--- src/rtl/vga_system_ram_loader.sv ---
// Boot/reload engine: packs a byte stream little-endian into 32-bit words and writes them to the Nios instruction RAM.
// Optional running word checksum is enabled by defining LOADER_CHECKSUM_EN.
module vga_system_ram_loader #(
  parameter int ADDR_W = 13,
  parameter int DEPTH  = 8192
) (
  input  logic              clk,
  input  logic              reset,
  input  logic              start,
  input  logic              abort,
  input  logic [ADDR_W-1:0] base_addr,
  input  logic [ADDR_W:0]   word_count,
  input  logic [7:0]        in_data,
  input  logic              in_valid,
  output logic              in_ready,
  output logic [ADDR_W-1:0] ram_address,
  output logic [3:0]        ram_byteenable,
  output logic              ram_chipselect,
  output logic              ram_write,
  output logic [31:0]       ram_writedata,
  output logic              ram_clken,
  output logic              busy,
  output logic              done,
  output logic              error,
  output logic [ADDR_W:0]   words_written,
  output logic [31:0]       checksum
);

  typedef enum logic [1:0] {IDLE, FILL, WRITE, DONE} state_t;

  localparam logic [ADDR_W:0] MAX_CNT = (ADDR_W+1)'(DEPTH);
  localparam logic [ADDR_W:0] CNT_ONE = {{ADDR_W{1'b0}}, 1'b1};

  state_t              state;
  logic [ADDR_W-1:0]   base_q;
  logic [ADDR_W:0]     count_q;
  logic [1:0]          byte_idx;
  logic                in_ready_q;
  logic                wr_q;
  logic                done_q;
  logic [ADDR_W:0]     ww_next;
  logic                start_ok;
  logic                start_legal;
  logic                active_abort;

  assign ww_next      = words_written + CNT_ONE;
  assign start_legal  = (word_count != '0) && (word_count <= MAX_CNT);
  assign start_ok     = (state == IDLE) && start && !abort && start_legal;
  assign active_abort = abort && (state != IDLE);

  // Abort masks strobes combinationally so an in-flight write or done pulse never reaches the RAM/CSR.
  assign in_ready       = in_ready_q & ~abort;
  assign ram_chipselect = wr_q & ~abort;
  assign ram_write      = wr_q & ~abort;
  assign done           = done_q & ~abort;
  assign ram_clken      = 1'b1;

  always_ff @(posedge clk) begin
    if (reset) begin
      state          <= IDLE;
      base_q         <= '0;
      count_q        <= '0;
      byte_idx       <= 2'd0;
      in_ready_q     <= 1'b0;
      wr_q           <= 1'b0;
      done_q         <= 1'b0;
      busy           <= 1'b0;
      error          <= 1'b0;
      ram_byteenable <= 4'h0;
      ram_address    <= '0;
      ram_writedata  <= 32'h0;
      words_written  <= '0;
    end else if (active_abort) begin
      state          <= IDLE;
      in_ready_q     <= 1'b0;
      wr_q           <= 1'b0;
      done_q         <= 1'b0;
      busy           <= 1'b0;
      ram_byteenable <= 4'h0;
    end else begin
      case (state)
        IDLE: begin
          if (start && !abort) begin
            if (start_legal) begin
              base_q        <= base_addr;
              count_q       <= word_count;
              words_written <= '0;
              error         <= 1'b0;
              byte_idx      <= 2'd0;
              in_ready_q    <= 1'b1;
              busy          <= 1'b1;
              state         <= FILL;
            end else begin
              error <= 1'b1;
            end
          end
        end
        FILL: begin
          if (in_valid && in_ready_q) begin
            ram_writedata[8*byte_idx +: 8] <= in_data;
            byte_idx <= byte_idx + 2'd1;
            if (byte_idx == 2'd3) begin
              in_ready_q     <= 1'b0;
              wr_q           <= 1'b1;
              ram_byteenable <= 4'hF;
              ram_address    <= base_q + words_written[ADDR_W-1:0];
              state          <= WRITE;
            end
          end
        end
        WRITE: begin
          wr_q           <= 1'b0;
          ram_byteenable <= 4'h0;
          words_written  <= ww_next;
          if (ww_next == count_q) begin
            done_q <= 1'b1;
            state  <= DONE;
          end else begin
            in_ready_q <= 1'b1;
            state      <= FILL;
          end
        end
        DONE: begin
          done_q <= 1'b0;
          busy   <= 1'b0;
          state  <= IDLE;
        end
        default: state <= IDLE;
      endcase
    end
  end

`ifdef LOADER_CHECKSUM_EN
  logic [31:0] checksum_q;

  always_ff @(posedge clk) begin
    if (reset) begin
      checksum_q <= 32'h0;
    end else if (start_ok) begin
      checksum_q <= 32'h0;
    end else if (state == WRITE && !abort) begin
      checksum_q <= checksum_q + ram_writedata;
    end
  end

  assign checksum = checksum_q;
`else
  assign checksum = 32'h0;
`endif

endmodule

--- config.mk ---
export PLATFORM = sky130hd
export DESIGN_NAME = vga_system_ram_loader
export DESIGN_NICKNAME = d
export VERILOG_FILES = /design/src/rtl/vga_system_ram_loader.sv
export SDC_FILE = /design/constraint.sdc
export NUM_CORES = 1
export LEC_CHECK = 0
export ABC_CLOCK_PERIOD_IN_PS = 2500
export BUFFER_PORTS_ARGS = -buffer_cell sky130_fd_sc_hd__buf_2
export CORE_AREA = 4 4 108 151
export DETAILED_ROUTE_END_ITERATION = 10
export DIE_AREA = 0 0 112 155
export PLACE_DENSITY = 0.57
export SLEW_MARGIN = 20
export SYNTH_ARGS = -nofsm -noshare
export SYNTH_HDL_FRONTEND = slang
export SYNTH_SLANG_ARGS = --single-unit
--- constraint.sdc ---
create_clock -name clk -period 2.5 [get_ports clk]
set_input_delay 0.25 -clock clk [delete_from_list [all_inputs] [get_ports clk]]
set_output_delay 0.25 -clock clk [all_outputs]
set_load 0.005 [all_outputs]
# Yosys cells after proc, flatten, opt, wreduce, memory -nomap -nowiden
# Index checks and enable logic that the tools add are counted.
# totals
ff_bits	99
input_bits	40
output_inout_bits	102
word_cells	92
# classes
addsub	4
n_lt_le_gt_ge	1
n_eq_ne	11
shift	2
n_mux	30
bitwise_logic	5
reduce_logical	26
# ops
operator	count
$neg A5 Y34	1
$shift A8 B34 Y32 const A	1
$shiftx A8 B34 Y32	1
$bwmux W32	1
$mux W14	2
$pmux W14 S2	1
$mux W2	8
$reduce_and A4 Y1	4
$add A14 B1 Y14 const B	1
$eq A14 B14 Y1	1
$le A14 B14 Y1 const B	1
$reduce_bool A14 Y1	1
$add A13 B13 Y13	1
$reduce_and A3 Y1	4
$reduce_bool A2 Y1	6
$ne A2 B2 Y1 const B	5
$mux W1	9
$mux W4	2
$pmux W2 S4	1
$pmux W4 S2	1
$eq A2 B2 Y1 const B	3
$pmux W1 S2	3
$reduce_and A6 Y1	1
$reduce_and A5 Y1	1
other kinds (13)	19

# Longest topological paths before layout
# depth
depth_word	5
ltp_mapped	9
depth_no_buf	9

# Worst setup path before layout
# Ideal clock, no wire load.
# synth_timing
path_type	reg-to-reg
start	register words_written[0]
end	register ram_address[10]
arrival_time_ns	2.208
required_ns	2.438
slack_ns	0.230
path_stages_with_launch	10
path_buffers	0
synth_period_minus_slack_ns	2.270
path_cell_list	dfxtp_1 > ha_1 > inv_1 > fa_1 > nand2b_1 > a21oi_1 > o211ai_1 > a21o_1 > a2111o_1 > nand3_1
# synth_between
elab_chain_cells	1
# synth_rtl
item	line	rtl
start, declared	25	output logic [ADDR_W:0] words_written,
start signal, assigned	114	words_written <= ww_next;
$add A13 B13 Y13	106	ram_address <= base_q + words_written[ADDR_W-1:0];
end signal, assigned	106	
end, declared	16	output logic [ADDR_W-1:0] ram_address,
# No other way between the ends.
# A chain may end at the register's enable or synchronous reset.

# Worst setup path after layout
# layout_timing
start	register words_written[1]
end	register in_ready_q
# layout_between
elab_chain_cells	4
# layout_rtl
item	line	rtl
$add A14 B1 Y14	46	assign ww_next = words_written + CNT_ONE;
$eq A14 B14 Y1	115	if (ww_next == count_q) begin
$ne A2 B2 Y1 (no line)	-	
$reduce_and A6 Y1 (no line)	-	
end signal, assigned	64	in_ready_q <= 1'b0;
end signal, assigned	75	in_ready_q <= 1'b0;
end signal, assigned	119	in_ready_q <= 1'b1;
end, declared	38	logic in_ready_q;
# No other way between the ends.

==> results.sh <==
export IMPL_coreArea_um2=14900
export IMPL_rsz0062_at_grt="false"
export IMPL_ys_flop_type="dfxtp_1"
export IMPL_grt_overflow_total=0
export IMPL_die_area_um2=17400
export IMPL_drt_total_wl_mm=14.9
export IMPL_drc_errors=0
export IMPL_rows=53
export IMPL_drt_iter0_drc=275
export IMPL_root_buffer="clkbuf_16"
export IMPL_netlist_instances=663
export IMPL_arrival_ps=2560
export IMPL_cts_buffer_depth=2
export IMPL_wl_per_cell_um=15.4
export IMPL_hold_buffers=0
export IMPL_postCtsSetupRepairBufs=0
export IMPL_topRoutingLayerUsed="met4"
export IMPL_synth_most_common_cell="nand2_1"
export IMPL_maxCapViolCount=0
export IMPL_finalCritPeriodShare_pct=93.4
export IMPL_synth_top_area_share_pct=37.1
export IMPL_critPathSlowestCell="dfxtp_1"
export IMPL_grt_max_degree=35
export IMPL_wl_met2_mm=7.58
export IMPL_synthTopCellsByCount="nand2_1, a21oi_1, dfxtp_1"
export IMPL_clk_pin_slew_ps=70
export IMPL_cp_num_buf_inv=0
export IMPL_dieWidth_um=112
export IMPL_grtUsageTotal_pct=17.0
export IMPL_synth_warnings=0
export IMPL_synth_edf_count=0
export IMPL_setup_viol=0
export IMPL_crit_chain="ha_1 -> nand2_2 -> or3_1 -> a22o_1 -> or4_1 -> nor4b_2 -> a211oi_1"
export IMPL_endpoint_kind="flop"
export IMPL_crit_start="words_written[1]$_SDFFE_PP0P_"
export IMPL_power_leakage_nw=2.55
export IMPL_fmax_ghz=0.428
export IMPL_drive_gt1_share_pct=21.0
export IMPL_synth_top_cell_by_area="dfxtp_1"
export IMPL_antenna_found_initial=0
export IMPL_powerDensity_nw_per_um2=528
export IMPL_holdCritPathClass="input pin to flop"
export IMPL_start_kind="flop"
export IMPL_ys_seq_area_share_pct=37.1
export IMPL_ant_nets=0
export IMPL_max_slew_margin_pct=62.2
export IMPL_grt_pass1_vias=4517
export IMPL_cts_tree="done"
export IMPL_h_tree_depth=3
export IMPL_slew_violations=0
export IMPL_ys_types=60
export IMPL_yosys_top_cells_area="dfxtp_1, a21oi_1, nand2_1"
export IMPL_place_area_um2=5810
export IMPL_crit_family="simple AND/OR/NAND/NOR gates"
export IMPL_power_mw=3.24
export IMPL_max_vdd_ir_drop_v=0.000277
export IMPL_synth_area_um2=5130
export IMPL_firstDrtPassIters=4
export IMPL_status="finished, final reports clean"
export IMPL_clock_skew_ps=10.1
export IMPL_antenna_cells=0
export IMPL_syn_avg_cell_area_um2=7.74
export IMPL_dp_hpwl_mm=11.6
export IMPL_clk_latency_ps=350
export IMPL_nets=830
export IMPL_tightest_slew_ps=561
export IMPL_num_vias=4872
export IMPL_hp_start="base_addr[0]"
export IMPL_critPathMaxFanout=6
export IMPL_fin_crit_ps=2330
export IMPL_hold_violations=0
export IMPL_cpPeakStageDelay_ps=420
export IMPL_ioPinCount=142
export IMPL_hold_slack_ps=137
export IMPL_wirelength_met1_mm=6.15
export IMPL_fin_setup_tns_ps=0
export IMPL_ys_seq_elements=95
export IMPL_placedCellCount=951
export IMPL_worstSetupPathType="flop to flop"
export IMPL_ys_async_sr_fraction_pct=0
export IMPL_vias_per_cell=5.04
export IMPL_grt_pass1_wl_mm=23.7
export IMPL_wl_met3_um=858
export IMPL_area_delta_synth_final_pct=19.7
export IMPL_worstPathRequired_ps=2730
export IMPL_start_util_pct=34.4
export IMPL_numPortBuffers=108
export IMPL_fin_cells=967
export IMPL_gp_congestion=0.928
export IMPL_cts_sinks=95
export IMPL_die_y_um=155
export IMPL_cts_buffers_inserted=9
export IMPL_r2r_start="words_written[1]$_SDFFE_PP0P_"
export IMPL_final_area_um2=6140
==> through the flow <==
stage	util, %	setup slack [ps]
2_1_floorplan	-	230
3_3_place_gp	38.9	209
3_5_place_dp	38.9	172
4_1_cts	41.1	162
5_1_grt	41.2	5.27
6_report	41.2	166
==> cells in the final DEF (no fill, tap or decap), types with 11 or more instances in the layout <==
master	n
conb_1	33
nand2_1	126
nand3_1	45
o21ai_0	14
buf_2	108
a21oi_1	96
xor2_1	11
nor2_1	31
nor3_1	16
dfxtp_1	94
ha_1	19
buf_4	28
==> tightest hold or removal path, delay by kind of cell <==
| family | cells | cell delay [ps] |
|---|---|---|
| AND/OR/NAND/NOR | 1 | 50 |
| buffers and inverters | 1 | 90 |
| AO/OA/AOI/OAI | 1 | 50 |
==> power by group <==
part	internal (mW)	switching, mW
registers	1.53	0.0159
clock network	0.830	0.672
logic	0.0729	0.124
total	2.43	0.812
==> sequential cells by signal, indices dropped and copies added (netlist names) <==
name	flops
error	1
ram_writedata	32
ram_byteenable	1
base_q	13
words_written	14
in_ready_q	1
busy	1
done_q	1
state	2
count_q	14
ram_address	13
byte_idx	2
==> per-layer routing <==
| metal | up-vias | GRT usage (%) |
|---|---|---|
| li1 | 2466 | - |
| met1 | 2251 | 19.9 |
| met2 | 136 | 30.5 |
| met3 | 19 | 3.58 |
| met4 | 0 | 6.01 |
| met5 | - | 0 |
==> cell type report <==
class / instances / area, um2
fillers: 1599 / 8780
multi-input cells: 519 / 2890
flip-flops and latches: 95 / 1900
repair buffers: 136 / 751
well taps: 192 / 240
clock buffers: 10 / 239
clock inverters: 6 / 85.1
inverters: 9 / 33.8
==> worst paths after layout <==
kind | end | slack, ps | cells past startpoint
hold reg to reg | ram_writedata[21]$_SDFFE_PP0P_ | 450 | 2
setup / recovery | in_ready_q$_SDFFE_PP0P_ | 170 | 7
hold / removal | base_q[0]$_SDFFE_PP0P_ | 140 | 3
setup reg to reg | in_ready_q$_SDFFE_PP0P_ | 170 | 7
==> timing repair <==
action                     CTS  global route
setup endpoints to repair    0             1
resized for setup            0             2
hold endpoints to repair     0             0
==> logic make-up (layout without fill, tap and decap cells) <==
family,count (synthesis),count (layout),synth area share [%]
simple gates,289,289,27.3
compound gates,156,156,17.8
flops,95,95,37.1
buf+inv,80,161,9.00
fa+ha+maj,21,21,5.22
xor+xnor,19,19,3.24
other cells,2,33,0.146
mux,1,1,0.195
Note: power is estimated with default switching activity, not from simulation.
